$ cat src/rtl/phy_tx.sv
// Two-lane serializer: trains with comma slots after reset, then streams 32-bit
// words MSB first on a shared 32-cycle slot grid, filling idle slots with commas.
module phy_tx #(
    parameter int TRAIN_WORDS = 1
) (
    input  logic        clk_32f,
    input  logic        reset,
    input  logic [31:0] data_in0,
    input  logic        valid_in0,
    input  logic [31:0] data_in1,
    input  logic        valid_in1,
    output logic        ready_out,
    output logic        data_out0,
    output logic        data_out1,
    output logic        active
);

    localparam logic [31:0] COMMA_SLOT = 32'hBCBC_BCBC;
    localparam logic [3:0]  TRAIN_LAST = 4'(TRAIN_WORDS - 1);

    typedef enum logic {TRAIN, ACTIVE} state_t;

    state_t      state_q, state_d;
    logic [4:0]  bit_cnt_q, bit_cnt_d;
    logic [3:0]  train_cnt_q, train_cnt_d;
    logic [31:0] sh0_q, sh0_d;
    logic [31:0] sh1_q, sh1_d;
    logic        dout0_q, dout0_d;
    logic        dout1_q, dout1_d;
    logic        last_bit;

    assign last_bit = (bit_cnt_q == 5'd31);

    always_comb begin
        state_d     = state_q;
        train_cnt_d = train_cnt_q;
        ready_out   = 1'b0;
        bit_cnt_d   = bit_cnt_q + 5'd1;
        dout0_d     = sh0_q[31];
        dout1_d     = sh1_q[31];
        sh0_d       = {sh0_q[30:0], 1'b0};
        sh1_d       = {sh1_q[30:0], 1'b0};

        case (state_q)
            TRAIN: begin
                if (last_bit) begin
                    // The final training edge already belongs to the data stream.
                    if (train_cnt_q == TRAIN_LAST) begin
                        state_d   = ACTIVE;
                        ready_out = reset;
                    end else begin
                        train_cnt_d = train_cnt_q + 4'd1;
                    end
                end
            end
            ACTIVE: ready_out = last_bit && reset;
            default: state_d = TRAIN;
        endcase

        if (last_bit) begin
            sh0_d = (ready_out && valid_in0) ? data_in0 : COMMA_SLOT;
            sh1_d = (ready_out && valid_in1) ? data_in1 : COMMA_SLOT;
        end
    end

    always_ff @(posedge clk_32f) begin
        if (!reset) begin
            state_q     <= TRAIN;
            bit_cnt_q   <= 5'd0;
            train_cnt_q <= 4'd0;
            sh0_q       <= COMMA_SLOT;
            sh1_q       <= COMMA_SLOT;
            dout0_q     <= 1'b0;
            dout1_q     <= 1'b0;
        end else begin
            state_q     <= state_d;
            bit_cnt_q   <= bit_cnt_d;
            train_cnt_q <= train_cnt_d;
            sh0_q       <= sh0_d;
            sh1_q       <= sh1_d;
            dout0_q     <= dout0_d;
            dout1_q     <= dout1_d;
        end
    end

    assign data_out0 = dout0_q;
    assign data_out1 = dout1_q;
    assign active    = (state_q == ACTIVE);

endmodule
$ cat config.mk
export PLATFORM = sky130hd
export DESIGN_NAME = phy_tx
export DESIGN_NICKNAME = d
export VERILOG_FILES = /design/src/rtl/phy_tx.sv
export SDC_FILE = /design/constraint.sdc
export NUM_CORES = 1
export LEC_CHECK = 0
export ABC_AREA = 0
export CAP_MARGIN = 20
export CORE_UTILIZATION = 50
export DETAILED_ROUTE_END_ITERATION = 6
export GPL_TIMING_DRIVEN = 0
export PLACE_DENSITY = 0.84
export REMOVE_ABC_BUFFERS = 1
export SYNTH_ARGS = -nofsm -noshare
export SYNTH_HDL_FRONTEND = slang
export SYNTH_SLANG_ARGS = --single-unit
$ cat constraint.sdc
create_clock -name clk_32f -period 3.9 [get_ports clk_32f]
set_input_delay 0.78 -clock clk_32f [delete_from_list [all_inputs] [get_ports clk_32f]]
set_output_delay 0.78 -clock clk_32f [all_outputs]
set_load 0.01 [all_outputs]
==> results.cfg <==
[run_status]
status = complete, no violations

[synthesis]
seq_area_frac_synth = 0.6092
synth_warnings = 0
synth_area_leaders = dfxtp_1 (61%), o22a_1 (14%), a22o_1 (7.7%)
yosysUniqueCellTypes = 27
syn_area_um2 = 2497
netlist.area_leader.share = 0.6092
synth-seq-cells = 76
synth_area_leader_cell = dfxtp_1
avgSynthCellArea_um2 = 12.68
syn_inst = 197

[placed_design]
placed_area_um2 = 3216
portBuffers = 71
dp_hpwl_mm = 3.142
dp.cells = 324
routabilityCongestion = 0.7026

[finish]
nets = 340
layout_commonest_cell = dfxtp_1
area.growth.synth_to_final_pct = 36.87
num_antenna_cells = 0
stdcell_count = 340
layout_common_cells = dfxtp_1 (76), clkdlybuf4s50_1 (71), o22a_1 (40), a22o_1 (22), clkbuf_8 (11)
final_cell_area_um2 = 3418
drive_gt1_frac = 0.08425
fillers = 359

[timing]
finClkSkew_ns = 0.005475
period_needed_ns = 3.211
finalSetupViolCount = 0
fin_tns_setup_ns = 0
max_freq_mhz = 311.4
rsz0062_at_grt = no
fin_crit_sh = 0.8234
maxSlewViolCount = 0
tightestPinTransition_ns = 0.9137
relSlewSlack = 0.3890
final_hold_viol_count = 0

[clock_network]
cts_buffers = 9
cts.htree.levels = 3
clk_latency_ns = 0.34
postCtsHoldBufs = 0
cts_setup_buffers = 0
root_buffer = clkbuf_8
worst_setup_hold_path_clk_slew_ns = 0.07
clock-sinks = 76
cts_buffer_depth = 2
tritoncts = done
cts_repair_resize_count = 0

[power_and_ir_drop]
swShare = 0.2019
p_per_area_nw_per_um2 = 451.9
comb_power_share = 0.081
p_total_uw = 1545
p_switching_uw = 311.8
power.leakage_uw = 0.001303
max-vdd-ir-drop_mv = 0.2838
intPower_uw = 1233
power_frac_clock = 0.386
p_seq_frac = 0.534

[die]
die_area_um2 = 5282
die_h_um = 72.68
start_util = 0.5253
die_w_um = 72.68
rows = 25
core_area_um2 = 4755
io_pins = 72

[route]
drt_iter0_drc = 81
dr.pass1.iters = 4
avgViaCountPerCell = 5.235
drc_errors = 0
detail_route.wl_per_cell_um = 14.14
wl_mm = 4.808
ant_nets = 0
vias = 1780

[critical_path]
path_class = in2out
critPathCapture = ready_out
reg2reg_from = bit_cnt_q[0]
crit_required_ns = 3.12
ff2ff_setup_slack_ns = 1.79
rr_worst_depth = 6
cp_max_fo = 8
r2r_end = sh0_q[20]
end_kind = output pin
crit_start = reset
startpoint_type = input pin
cp.arrival_ns = 2.43

[global_routing]
track_usage = 0.1934
grt_overflow = 0
grt_pass1_wl_mm = 7.645
grt_pass1_vias = 1682
grt_start_max_net_pins = 41
grt_antenna_before_repair = 0

[run]
cap_violations = 0

[hold_path]
hold_class = reg2reg
## flip-flops by register name (all words and copies together) (netlist names)
name / count
train_cnt_q: 4
data_out1: 1
bit_cnt_q: 5
data_out0: 1
active: 1
sh0_q: 32
sh1_q: 32
## power by group through the flow
stage,Combinational [µW],Clock (µW),Sequential [µW]
after CTS,126,609,824
after floorplan,42.2,0,840
after detailed placement,125,0,842
after global routing,134,638,826
after global placement,121,0,841
final,125,596,824
## synthesized netlist by cell type
| master | n |
|---|---|
| dfxtp_1 | 76 |
| o22a_1 | 40 |
| a22o_1 | 22 |
| and2_1 | 7 |
| buf_6 | 6 |
| a21oi_1 | 4 |
| clkbuf_1 | 4 |
| ha_1 | 4 |
| inv_1 | 4 |
| nand3_1 | 4 |
| nor2_1 | 4 |
| o21ai_0 | 3 |
| buf_2 | 2 |
| o211a_1 | 2 |
| o211ai_2 | 2 |
| or4_1 | 2 |
| a21o_1 | 1 |
| and2b_1 | 1 |
| and3_1 | 1 |
| nand2b_1 | 1 |
| nand2b_4 | 1 |
| nor3b_4 | 1 |
| o21a_1 | 1 |
| o31ai_1 | 1 |
| or3b_2 | 1 |
| xnor2_1 | 1 |
| xor2_1 | 1 |
## kinds of logic (layout without fill, tap and decap cells)
group                      after synthesis  in the layout  share of synthesized area
buffers and inverters                   16             92                    0.04308
and+or+nand+nor                         23             23                    0.06212
AOI/OAI and AO/OA                       76             76                     0.2585
xor gates and xnor gates                 2              2                   0.007015
adders and majority gates                4              4                    0.02004
DFF                                     76             76                     0.6092
## critical path, cell delays in order
cell	delay, ns
clkdlybuf4s50_1	0.65
and2_1	0.29
o21a_1	0.17
clkdlybuf4s50_1	0.53
## routing by layer
metal  share of wire  global-route usage  vias to the layer above
met5               0                   0                        -
met4           0.011              0.1046                        0
met3           0.060             0.05801                        7
met2            0.49              0.3115                       55
met1            0.44              0.2327                      837
li1                -                   -                      881
## worst min-delay path by stage
stage,from,endpoint,slack [ns],cells after the start
2_1_floorplan,bit_cnt_q[0],bit_cnt_q[0],0.40,1
3_3_place_gp,sh1_q[31],data_out1,0.42,1
3_5_place_dp,sh0_q[31],data_out0,0.42,1
4_1_cts,sh0_q[31],data_out0,0.44,1
5_1_grt,sh0_q[8],sh0_q[9],0.46,1
6_report,sh1_q[31],data_out1,0.44,1
## cell type report
class                           count  area, µm²  area share
Sequential cell                    76       1521      0.4451
Multi-Input combinational cell    105      873.3      0.2555
Timing Repair Buffer               72      721.9      0.2112
Clock buffer                       12      155.1     0.04539
Tap cell                           67      83.83     0.02452
Clock inverter                      4      47.55     0.01391
Inverter                            4      15.01    0.004392
## per-stage QoR
step	worst slack (ns)	util	hold slack, ns
5_1_grt	0.5940	0.7189	0.4576
4_1_cts	0.6669	0.7189	0.4412
3_3_place_gp	0.6191	0.6729	0.4157
2_1_floorplan	1.800	-	0.4024
3_5_place_dp	0.6804	0.6763	0.4230
6_report	0.6888	0.7189	0.4385
No activity file was read; power rests on OpenSTA's default activity.
